## src/rtl/decode_pkg.sv

```systemverilog
// decode_pkg: opcode constants, default field widths and the decoded
// instruction record shared by the decode stage and its users.
package decode_pkg;

   // Default geometry of the 16-bit ISA
   localparam int DEF_INSTR_W = 16;
   localparam int DEF_OPC_W   = 4;
   localparam int DEF_REG_W   = 3;
   localparam int DEF_DATA_W  = 32;
   localparam int DEF_PC_W    = 16;
   localparam int DEF_CNT_W   = 16;
   localparam int DEF_IMM_W   = DEF_INSTR_W - DEF_OPC_W - 2 * DEF_REG_W;
   localparam int DEF_FUNC_W  = DEF_IMM_W - DEF_REG_W;

   // Opcodes the decoder treats specially
   localparam logic [3:0] OP_RTYPE = 4'h0;
   localparam logic [3:0] OP_LW    = 4'h8;
   localparam logic [3:0] OP_SW    = 4'hB;
   localparam logic [3:0] OP_BEQ   = 4'hC;

   // Decoded instruction record at the default geometry
   typedef struct packed {
      logic [DEF_OPC_W-1:0]  opcode;
      logic [DEF_REG_W-1:0]  rs;
      logic [DEF_REG_W-1:0]  rt;
      logic [DEF_REG_W-1:0]  rd;
      logic [DEF_FUNC_W-1:0] func;
      logic [DEF_REG_W-1:0]  dest;
      logic [DEF_DATA_W-1:0] imm_ext;
      logic                  is_rtype;
      logic                  reg_write;
      logic [DEF_PC_W-1:0]   pc;
   } decoded_t;

endpackage

```

## src/rtl/decode_if.sv

```systemverilog
// decode_if: fetch-side and execute-side handshake plus decoded fields of
// the decode stage. "slave" is the decode stage's view, "master" the
// view of the surrounding pipeline (fetch driving, execute consuming).
interface decode_if
   import decode_pkg::*;
#(
   parameter int INSTR_W = DEF_INSTR_W,
   parameter int OPC_W   = DEF_OPC_W,
   parameter int REG_W   = DEF_REG_W,
   parameter int DATA_W  = DEF_DATA_W,
   parameter int PC_W    = DEF_PC_W,
   parameter int CNT_W   = DEF_CNT_W
);
   localparam int FUNC_W = INSTR_W - OPC_W - 3 * REG_W;

   logic               flush;
   logic               in_valid;
   logic               in_ready;
   logic [INSTR_W-1:0] in_instr;
   logic [PC_W-1:0]    in_pc;
   logic               out_valid;
   logic               out_ready;
   logic [PC_W-1:0]    out_pc;
   logic [OPC_W-1:0]   opcode;
   logic [REG_W-1:0]   rs;
   logic [REG_W-1:0]   rt;
   logic [REG_W-1:0]   rd;
   logic [FUNC_W-1:0]  func;
   logic [REG_W-1:0]   dest;
   logic [DATA_W-1:0]  imm_ext;
   logic               is_rtype;
   logic               reg_write;
   logic               hazard_stall;
   logic [CNT_W-1:0]   instr_count;

   modport master (
      output flush, in_valid, in_instr, in_pc, out_ready,
      input  in_ready, out_valid, out_pc, opcode, rs, rt, rd, func, dest,
             imm_ext, is_rtype, reg_write, hazard_stall, instr_count
   );

   modport slave (
      input  flush, in_valid, in_instr, in_pc, out_ready,
      output in_ready, out_valid, out_pc, opcode, rs, rt, rd, func, dest,
             imm_ext, is_rtype, reg_write, hazard_stall, instr_count
   );

endinterface

```

## src/rtl/decode_skid.sv

```systemverilog
// decode_skid: generic two-entry in-order valid/ready skid buffer.
// Push-ready is a registered "not full" so the upstream ready never
// depends combinationally on the downstream. Flush empties the buffer
// and discards a same-cycle push.
module decode_skid #(
   parameter int W = 8
) (
   input  logic         clk,
   input  logic         rst,
   input  logic         i_flush,
   input  logic         i_push_valid,
   output logic         o_push_ready,
   input  logic [W-1:0] i_push_data,
   output logic         o_head_valid,
   input  logic         i_pop,
   output logic [W-1:0] o_head_data
);

   logic         r_wr_ptr;
   logic         r_rd_ptr;
   logic [1:0]   r_count;
   logic         r_full;
   logic         w_push;
   logic         w_pop;
   logic [1:0]   w_count_next;
   logic [W-1:0] w_entry [2];

   assign w_push = i_push_valid & ~r_full & ~i_flush;
   assign w_pop  = i_pop & (r_count != 2'd0) & ~i_flush;

   // Occupancy after this edge; flush wins over push and pop
   always_comb begin
      w_count_next = r_count;
      if (i_flush) begin
         w_count_next = 2'd0;
      end else begin
         case ({w_push, w_pop})
            2'b10:   w_count_next = r_count + 2'd1;
            2'b01:   w_count_next = r_count - 2'd1;
            default: w_count_next = r_count;
         endcase
      end
   end

   // Pointers, occupancy and the registered full flag
   always_ff @(posedge clk or posedge rst) begin
      if (rst) begin
         r_wr_ptr <= 1'b0;
         r_rd_ptr <= 1'b0;
         r_count  <= 2'd0;
         r_full   <= 1'b0;
      end else begin
         if (i_flush) begin
            r_wr_ptr <= 1'b0;
            r_rd_ptr <= 1'b0;
         end else begin
            if (w_push) r_wr_ptr <= ~r_wr_ptr;
            if (w_pop)  r_rd_ptr <= ~r_rd_ptr;
         end
         r_count <= w_count_next;
         r_full  <= (w_count_next == 2'd2);
      end
   end

   genvar gi;
   generate
      for (gi = 0; gi < 2; gi++) begin : g_entry
         logic [W-1:0] r_data;

         // Entry payload, cleared by reset so idle outputs read as zero
         always_ff @(posedge clk or posedge rst) begin
            if (rst) begin
               r_data <= '0;
            end else if (w_push && (r_wr_ptr == 1'(gi))) begin
               r_data <= i_push_data;
            end
         end

         assign w_entry[gi] = r_data;
      end
   endgenerate

   assign o_push_ready = ~r_full;
   assign o_head_valid = (r_count != 2'd0);
   assign o_head_data  = w_entry[r_rd_ptr];

endmodule

```

## src/rtl/decode_stage.sv

```systemverilog
// decode_stage: splits a fetched instruction into opcode/register/imm
// fields, buffers the record in a two-entry skid buffer, and presents the
// head entry to register-read/execute. Counts issued instructions.
// Optional feature macro: DECODE_HAZARD_EN inserts one bubble when the
// instruction right after a load reads the load's destination register.
module decode_stage
   import decode_pkg::*;
#(
   parameter int INSTR_W = DEF_INSTR_W,
   parameter int OPC_W   = DEF_OPC_W,
   parameter int REG_W   = DEF_REG_W,
   parameter int DATA_W  = DEF_DATA_W,
   parameter int PC_W    = DEF_PC_W,
   parameter int CNT_W   = DEF_CNT_W
) (
   input  logic    clk,
   input  logic    rst,
   decode_if.slave bus
);

   localparam int IMM_W  = INSTR_W - OPC_W - 2 * REG_W;
   localparam int FUNC_W = IMM_W - REG_W;

   typedef struct packed {
      logic [OPC_W-1:0]  opcode;
      logic [REG_W-1:0]  rs;
      logic [REG_W-1:0]  rt;
      logic [REG_W-1:0]  rd;
      logic [FUNC_W-1:0] func;
      logic [REG_W-1:0]  dest;
      logic [DATA_W-1:0] imm_ext;
      logic              is_rtype;
      logic              reg_write;
      logic [PC_W-1:0]   pc;
   } rec_t;

   logic [OPC_W-1:0]  w_opcode;
   logic [REG_W-1:0]  w_rt;
   logic [REG_W-1:0]  w_rd;
   logic [REG_W-1:0]  w_dest;
   logic [IMM_W-1:0]  w_imm;
   logic              w_is_rtype;
   rec_t              w_dec;
   rec_t              w_head;
   logic              w_head_valid;
   logic              w_bubble;
   logic              w_out_valid;
   logic              w_out_fire;
   logic [CNT_W-1:0]  r_instr_count;

   assign w_opcode   = bus.in_instr[INSTR_W-1 -: OPC_W];
   assign w_rt       = bus.in_instr[INSTR_W-OPC_W-REG_W-1 -: REG_W];
   assign w_rd       = bus.in_instr[IMM_W-1 -: REG_W];
   assign w_imm      = bus.in_instr[IMM_W-1:0];
   assign w_is_rtype = (w_opcode == OPC_W'(OP_RTYPE));
   assign w_dest     = w_is_rtype ? w_rd : w_rt;

   // Field decode of the incoming instruction into the buffered record
   always_comb begin
      w_dec           = '0;
      w_dec.opcode    = w_opcode;
      w_dec.rs        = bus.in_instr[INSTR_W-OPC_W-1 -: REG_W];
      w_dec.rt        = w_rt;
      w_dec.rd        = w_rd;
      w_dec.func      = bus.in_instr[FUNC_W-1:0];
      w_dec.dest      = w_dest;
      w_dec.is_rtype  = w_is_rtype;
      w_dec.imm_ext   = w_is_rtype ? '0 : {{(DATA_W-IMM_W){w_imm[IMM_W-1]}}, w_imm};
      w_dec.reg_write = (w_opcode != OPC_W'(OP_SW)) && (w_opcode != OPC_W'(OP_BEQ))
                        && (w_dest != '0);
      w_dec.pc        = bus.in_pc;
   end

   decode_skid #(
      .W ($bits(rec_t))
   ) u_skid (
      .clk          (clk),
      .rst          (rst),
      .i_flush      (bus.flush),
      .i_push_valid (bus.in_valid),
      .o_push_ready (bus.in_ready),
      .i_push_data  (w_dec),
      .o_head_valid (w_head_valid),
      .i_pop        (w_out_fire),
      .o_head_data  (w_head)
   );

`ifdef DECODE_HAZARD_EN
   logic             r_pending;
   logic [REG_W-1:0] r_pend_reg;
   logic             w_uses_rt;
   logic             w_load_issue;

   assign w_uses_rt    = w_head.is_rtype | (w_head.opcode == OPC_W'(OP_SW))
                         | (w_head.opcode == OPC_W'(OP_BEQ));
   assign w_load_issue = w_out_fire & (w_head.opcode == OPC_W'(OP_LW))
                         & (w_head.dest != '0);
   assign w_bubble     = w_head_valid & r_pending
                         & ((w_head.rs == r_pend_reg) | (w_uses_rt & (w_head.rt == r_pend_reg)));

   // A load with a live destination arms the check for exactly one cycle
   always_ff @(posedge clk or posedge rst) begin
      if (rst) begin
         r_pending  <= 1'b0;
         r_pend_reg <= '0;
      end else if (bus.flush) begin
         r_pending  <= 1'b0;
      end else begin
         r_pending <= w_load_issue;
         if (w_load_issue) r_pend_reg <= w_head.dest;
      end
   end
`else
   assign w_bubble = 1'b0;
`endif

   assign w_out_valid = w_head_valid & ~w_bubble;
   assign w_out_fire  = w_out_valid & bus.out_ready;

   // Issued-instruction counter, wraps naturally, untouched by flush
   always_ff @(posedge clk or posedge rst) begin
      if (rst) begin
         r_instr_count <= '0;
      end else if (w_out_fire) begin
         r_instr_count <= r_instr_count + CNT_W'(1);
      end
   end

   assign bus.out_valid    = w_out_valid;
   assign bus.hazard_stall = w_bubble;
   assign bus.instr_count  = r_instr_count;
   assign bus.out_pc       = w_head.pc;
   assign bus.opcode       = w_head.opcode;
   assign bus.rs           = w_head.rs;
   assign bus.rt           = w_head.rt;
   assign bus.rd           = w_head.rd;
   assign bus.func         = w_head.func;
   assign bus.dest         = w_head.dest;
   assign bus.imm_ext      = w_head.imm_ext;
   assign bus.is_rtype     = w_head.is_rtype;
   assign bus.reg_write    = w_head.reg_write;

endmodule

```

## src/flat_wrapper.sv

```systemverilog
// flat-port wrapper written by rule: the top's interface ports become plain ports
module decode_stage_flat import decode_pkg::*;
#(
   parameter int INSTR_W = DEF_INSTR_W,
   parameter int OPC_W   = DEF_OPC_W,
   parameter int REG_W   = DEF_REG_W,
   parameter int DATA_W  = DEF_DATA_W,
   parameter int PC_W    = DEF_PC_W,
   parameter int CNT_W   = DEF_CNT_W
)
  (clk, rst, bus_flush, bus_in_valid, bus_in_instr, bus_in_pc, bus_out_ready, bus_in_ready, bus_out_valid, bus_out_pc, bus_opcode, bus_rs, bus_rt, bus_rd, bus_func, bus_dest, bus_imm_ext, bus_is_rtype, bus_reg_write, bus_hazard_stall, bus_instr_count);
  decode_if #(.INSTR_W(INSTR_W), .OPC_W(OPC_W), .REG_W(REG_W), .DATA_W(DATA_W), .PC_W(PC_W), .CNT_W(CNT_W)) bus_i ();
  input  logic clk;
  input  logic rst;
  input wire logic [$bits(bus_i.flush)-1:0] bus_flush;
  input wire logic [$bits(bus_i.in_valid)-1:0] bus_in_valid;
  input wire logic [$bits(bus_i.in_instr)-1:0] bus_in_instr;
  input wire logic [$bits(bus_i.in_pc)-1:0] bus_in_pc;
  input wire logic [$bits(bus_i.out_ready)-1:0] bus_out_ready;
  output wire logic [$bits(bus_i.in_ready)-1:0] bus_in_ready;
  output wire logic [$bits(bus_i.out_valid)-1:0] bus_out_valid;
  output wire logic [$bits(bus_i.out_pc)-1:0] bus_out_pc;
  output wire logic [$bits(bus_i.opcode)-1:0] bus_opcode;
  output wire logic [$bits(bus_i.rs)-1:0] bus_rs;
  output wire logic [$bits(bus_i.rt)-1:0] bus_rt;
  output wire logic [$bits(bus_i.rd)-1:0] bus_rd;
  output wire logic [$bits(bus_i.func)-1:0] bus_func;
  output wire logic [$bits(bus_i.dest)-1:0] bus_dest;
  output wire logic [$bits(bus_i.imm_ext)-1:0] bus_imm_ext;
  output wire logic [$bits(bus_i.is_rtype)-1:0] bus_is_rtype;
  output wire logic [$bits(bus_i.reg_write)-1:0] bus_reg_write;
  output wire logic [$bits(bus_i.hazard_stall)-1:0] bus_hazard_stall;
  output wire logic [$bits(bus_i.instr_count)-1:0] bus_instr_count;
  assign bus_i.flush = bus_flush;
  assign bus_i.in_valid = bus_in_valid;
  assign bus_i.in_instr = bus_in_instr;
  assign bus_i.in_pc = bus_in_pc;
  assign bus_i.out_ready = bus_out_ready;
  assign bus_in_ready = bus_i.in_ready;
  assign bus_out_valid = bus_i.out_valid;
  assign bus_out_pc = bus_i.out_pc;
  assign bus_opcode = bus_i.opcode;
  assign bus_rs = bus_i.rs;
  assign bus_rt = bus_i.rt;
  assign bus_rd = bus_i.rd;
  assign bus_func = bus_i.func;
  assign bus_dest = bus_i.dest;
  assign bus_imm_ext = bus_i.imm_ext;
  assign bus_is_rtype = bus_i.is_rtype;
  assign bus_reg_write = bus_i.reg_write;
  assign bus_hazard_stall = bus_i.hazard_stall;
  assign bus_instr_count = bus_i.instr_count;
  decode_stage #(.INSTR_W(INSTR_W), .OPC_W(OPC_W), .REG_W(REG_W), .DATA_W(DATA_W), .PC_W(PC_W), .CNT_W(CNT_W)) u_core (.clk(clk), .rst(rst), .bus(bus_i));
endmodule
```

## config.mk

```make
export PLATFORM = sky130hd
export DESIGN_NAME = decode_stage_flat
export DESIGN_NICKNAME = d
export VERILOG_FILES = /design/src/rtl/decode_pkg.sv /design/src/rtl/decode_if.sv /design/src/rtl/decode_skid.sv /design/src/rtl/decode_stage.sv /design/src/flat_wrapper.sv
export SDC_FILE = /design/constraint.sdc
export NUM_CORES = 1
export LEC_CHECK = 0
export BUFFER_PORTS_ARGS = -buffer_cell sky130_fd_sc_hd__buf_2
export CAP_MARGIN = 20
export CORE_MARGIN = 2
export CORE_UTILIZATION = 34
export DETAILED_ROUTE_END_ITERATION = 8
export PLACE_DENSITY = 0.62
export SKIP_CTS_REPAIR_TIMING = 1
export SYNTH_ARGS = -nofsm -noshare
export SYNTH_HDL_FRONTEND = slang
export SYNTH_HIERARCHICAL = 1
export SYNTH_SLANG_ARGS = --single-unit
```

## constraint.sdc

```tcl
create_clock -name clk -period 8.3 [get_ports clk]
set_input_delay 0.415 -clock clk [delete_from_list [all_inputs] [get_ports clk]]
set_output_delay 0.415 -clock clk [all_outputs]
set_load 0.005 [all_outputs]
```

# Word-level counts from Yosys, hierarchy flattened
# Index checks and enable logic that the tools add are counted.
[word_totals] ff_bits=159 out_inout_bits=88 word_cells=46
[classes] addsub=3 magnitude_cmp=1 eq_ne=5 muxes=11 bitwise=10 reduce_logical=9
[ops] op="$mux W69" n=3
[ops] op="$mux W32" n=1
[ops] op="$add A16 B1 Y16 const B" n=1
[ops] op="$ne A4 B4 Y1 const B" n=2
[ops] op="$reduce_bool A2 Y1" n=3
[ops] op="$and A1 B1 Y1" n=5
[ops] op="$eq A2 B2 Y1 const B" n=2
[ops] op="$logic_and A1 B1 Y1" n=4
[ops] op="$logic_not A4 Y1" n=1
[ops] op="$mux W1" n=4
[ops] op="$not A1 Y1" n=4
[ops] op="$pmux W2 S2" n=1
[ops] op="$mux W3" n=1
[ops] op="$reduce_bool A3 Y1" n=1
[ops] op="$add A2 B1 Y2 const B" n=1
[ops] op="$eq A2 B1 Y1 const B" n=1
[ops] op="$ge A2 B2 Y1 const B" n=1
[ops] op="$mux W2" n=1
[ops] op="$not A1 Y2" n=1
[ops] op="$sub A2 B1 Y2 const B" n=1

# Logic depth before layout (Yosys ltp)
[logic_depth] depth_word=8 ltp_mapped=9 ltp_nobuf=9

# Hierarchy
# The synthesis kept the hierarchy.
[modules_own_cells] module="decode_skid" instances=1 cells_each=398 area_each_um2=6261.0
[modules_own_cells] module="decode_stage" instances=1 cells_each=84 area_each_um2=858.3

# Least setup slack after synthesis
# No wires, ideal clock.
[synth_path] path_kind="register to register" startpoint="register u_core.u_skid.r_count[0]" endpoint="register u_core.u_skid.r_full" setup_time_ps=82 arrival_time_ps=2180 t_required_ps=8218 slack_ps=6038 path_stages_with_launch=9 n_path_buf=0 period_less_slack_ps=2262 path_cell_list="dfrtp_1 or2_2 nand2_1 inv_1 o21ai_0 nor2_1 ha_1 or4b_2 a31oi_1"
[synth_between] elab_chain_cells=8 elab_cells_between_ends=11 cone_classes="add/sub: 2; eq/ne: 3; mux: 2; bitwise: 3; reduce/logical: 1"
[synth_lines] element="start: declaration" line="decode_skid.sv:21" source="logic [1:0] r_count;"
[synth_lines] element="start signal: assignment" line="decode_skid.sv:60" source="r_count <= w_count_next;"
[synth_lines] element="$reduce_bool A2 Y1 (*)" line="decode_skid.sv:84" source="assign o_head_valid = (r_count != 2'd0);"
[synth_lines] element="via bus_out_valid" line="flat_wrapper.sv:21" source="output wire logic [$bits(bus_i.out_valid)-1:0] bus_out_valid;"
[synth_lines] element="$and A1 B1 Y1 (*)" line="decode_stage.sv:118" source="assign w_out_fire = w_out_valid & bus.out_ready;"
[synth_lines] element="via u_core.w_out_fire" line="decode_stage.sv:48" source="logic w_out_fire;"
[synth_lines] element="$and A1 B1 Y1 (*) (2 in a row)" line="decode_skid.sv:29" source="assign w_pop = i_pop & (r_count != 2'd0) & ~i_flush;"
[synth_lines] element="$eq A2 B1 Y1 / $eq A2 B2 Y1 (equally long branches)" line="decode_skid.sv:37" source="case ({w_push, w_pop})"
[synth_lines] element="$pmux W2 S2 (*)" line="decode_skid.sv:37"
[synth_lines] element="$mux W2 (*)" line="decode_skid.sv:34" source="if (i_flush) begin"
[synth_lines] element="$eq A2 B2 Y1 (*)" line="decode_skid.sv:61" source="r_full <= (w_count_next == 2'd2);"
[synth_lines] element="end signal: assignment" line="decode_skid.sv:61"
[synth_lines] element="end: declaration" line="decode_skid.sv:22" source="logic r_full;"
# The timed path passes the listed nets; every way through them passes the cells marked *.
# A chain may end at the register's enable or synchronous reset.

# Final worst setup path
[layout_path] startpoint="register u_core.u_skid.r_rd_ptr" endpoint="output port bus_imm_ext[3]"
[layout_between] elab_chain_cells=4
[layout_lines] element="start: declaration" line="decode_skid.sv:20" source="logic r_rd_ptr;"
[layout_lines] element="start signal: assignment" line="decode_skid.sv:58" source="if (w_pop) r_rd_ptr <= ~r_rd_ptr;"
[layout_lines] element="$not A1 Y2 (not written as such)" line="decode_skid.sv:85" source="assign o_head_data = w_entry[r_rd_ptr];"
[layout_lines] element="$mux W69 (not written as such) (3 in a row)" line="decode_skid.sv:85"
[layout_lines] element="end: declaration" line="flat_wrapper.sv:29" source="output wire logic [$bits(bus_i.imm_ext)-1:0] bus_imm_ext;"
# No other way between the ends. The select of a mux whose other input is x is not followed.

==> results.toml <==
[grt]
grt_pass1_vias = 4536
grt_max_degree = 77
grt_first_pass_wirelength_um = 23600
antenna_found_initial = 2
overflow = 0
track_usage = 0.136

[sta]
period_needed_ps = 2550
tns_ps = 0
finClkSkew_ps = 8.10
min_period_over_period = 0.307
finalSetupViolCount = 0
hold_viol = 0
whs_ps = 93.9
max_freq_mhz = 393
rsz0062_at_grt = "no"
drv_slew = 0
worst_slew_pin_slew_ps = 1030
slew_headroom = 0.313

[placement]
portBuffers = 123
placed_area_um2 = 7940
place.gp.congestion = 0.761
hpwl_um = 9080

[synthesis]
yosysSeqAreaShare = 0.559
netlist.area_leader.share = 0.559
syn_nets = 521
synthCells = 482
netlist-cell-type-count = 37
synthTopCellsByArea = "dfrtp_1, mux2_2, mux2_1, xor2_1, buf_4"
syn-cell-area_um2 = 7120
synth_top_area_cell = "dfrtp_1"
synth_area_per_cell_um2 = 14.8
ys_ff_latch = 159
ys_warn_count = 6

[critical_path]
worstPathRequired_ps = 7890
path_delay_family = "flip-flops"
cp_max_fo = 70
worstSetupStartpointType = "flop"
critical_path_buf_inv_count = 1
cp.arrival_ps = 2130
slowest_delay_ps = 1090
path_cells = "mux2_2, buf_2"
endpoint_kind = "primary output"
crit_type = "reg -> out"
critPathSlowestCell = "dfrtp_4"

[run_status]
outcome = "finished clean"

[pwr]
p_clk_frac = 0.318
seqPwrFrac = 0.475
pwr-share-comb = 0.207
switching_power_mw = 0.603
leakage_nw = 3.80
p_sw_frac = 0.262
finalPower_mw = 2.30
ir_worst_vdd_uv = 140
p_per_area_nw_per_um2 = 270
internal_power_mw = 1.70

[floorplan]
dieArea_um2 = 22100
num_rows = 52
initial_core_util = 0.350
coreArea_um2 = 20400
io_pins = 125
die_x_um = 149
die_y_um = 149

[final_layout]
final_net_count = 642
area_growth_pct = 19.7
drive_above_1_share = 0.581
final_cell_area_um2 = 8520

[clock_tree]
cts_root_buf = "clkbuf_16"
tritoncts = "built"
htree_num_levels = 4
clockBufferDepth = 2
cts_buffers = 17
cts.sinks = 159
path_clk_slew_ps = 60
clk-insertion-delay-late_ps = 410

[route]
vias = 4219
ant_nets = 0
drc = 0
wl_um = 14400
drtIter0Drc = 117
wl_per_cell_um = 16.3
viasPerCell = 4.76
firstDrtPassIters = 4

[flow_run]
maxCapViolCount = 0

[min_path]
holdCritPathClass = "in -> async"
[final timing paths]
kind | from | to | slack [ps] | cells after the start
setup / recovery | u_core/u_skid/r_rd_ptr$_DFFE_PP0P_ | bus_imm_ext[3] | 5750 | 2
hold / removal | rst | u_core/bus.instr_count[1]$_DFFE_PP0P_ | 90 | 2
min in group clk | bus_in_pc[5] | u_core/u_skid/g_entry[0].r_data[5]$_DFFE_PP0P_ | 230 | 2
hold reg to reg | u_core/u_skid/g_entry[0].r_data[9]$_DFFE_PP0P_ | u_core/u_skid/g_entry[0].r_data[9]$_DFFE_PP0P_ | 480 | 1
setup reg to reg | u_core/u_skid/r_count[0]$_DFF_PP0_ | u_core/u_skid/r_full$_DFF_PP0_ | 5850 | 8
max in group asynchronous | rst | u_core/u_skid/g_entry[0].r_data[59]$_DFFE_PP0P_ | 6770 | 3
[stage by stage]
step                      std cells  setup slack (ps)  utilization
after floorplan                 482              4050            -
after global placement          853              5730        0.390
after detailed placement        853              5670        0.390
after CTS                       885              5680        0.417
after global routing            886              5630        0.418
final                           887              5750        0.418
[area by class of cell]
class / count / area, um2
antenna: 1 / 2.50
clock buffer: 22 / 484
clock inverter: 10 / 76.3
fill: 1885 / 11800
inverter: 6 / 27.5
multi-input combinational: 292 / 2950
sequential: 159 / 3980
tap: 270 / 338
timing repair buffer: 127 / 658
[routing by layer]
layer | up-vias | global-route usage | share of wire
li1 | 1945 | - | -
met1 | 2171 | 0.174 | 0.45
met2 | 87 | 0.220 | 0.48
met3 | 14 | 0.0460 | 0.055
met4 | 2 | 0.0371 | 0.0096
met5 | - | 0 | 0.00090
[registers in the layout, indices dropped and copies added (netlist names)]
| name | flops |
|---|---|
| u_core/bus.instr_count | 16 |
| u_core/u_skid/g_entry.r_data | 138 |
| u_core/u_skid/r_count | 2 |
| u_core/u_skid/r_full | 1 |
| u_core/u_skid/r_rd_ptr | 1 |
| u_core/u_skid/r_wr_ptr | 1 |
[kinds of logic after synthesis]
| group | synth area share |
|---|---|
| compound gates | 0.00685 |
| fa+ha+maj | 0.00351 |
| other cells | 0.000527 |
| xor+xnor | 0.0234 |
| flops | 0.559 |
| buf+inv | 0.0278 |
| simple gates | 0.0453 |
| mux | 0.334 |
[cells in the mapped netlist (all sizes together)]
master  instances
nand4b          1
clkbuf          8
xor2           10
a31oi           1
buf            17
ha              2
nand3b          1
or3b            1
o21ai           3
or3             1
dfrtp         159
or2             2
or4b            1
nor3            2
or4             1
nand4           4
nor2           15
xnor2           9
nand2           6
o311a           1
nand3           6
mux2          211
conb            1
nor2b           7
a21oi           2
inv             6
o31ai           1
and4            1
nor4            2
[placed cells by master, fill, tap and decap left out, drive strengths merged]
cell      instances
or3b              1
clkinv            4
and4              1
conb              1
inv              10
or4               1
nor2b             7
or4b              1
nand2             6
buf             127
diode             1
a21oi             2
o311a             1
xnor2             9
nor2             15
clkinvlp          2
or3               1
a31oi             1
dfrtp           159
or2               2
o31ai             1
mux2            211
ha                2
nand4b            1
xor2             10
clkbuf           22
nand3b            1
nand4             4
nor4              2
o21ai             3
nor3              2
nand3             6
[power groups by stage]
stage                     clock network, mW  logic (mW)  registers (mW)
after floorplan                           0       0.333            1.07
after global placement                    0       0.468            1.09
after detailed placement                  0       0.487            1.11
after CTS                             0.763       0.489            1.09
after global routing                  0.797       0.526            1.12
final                                 0.731       0.477            1.09
(Power assumes the default switching activity.)
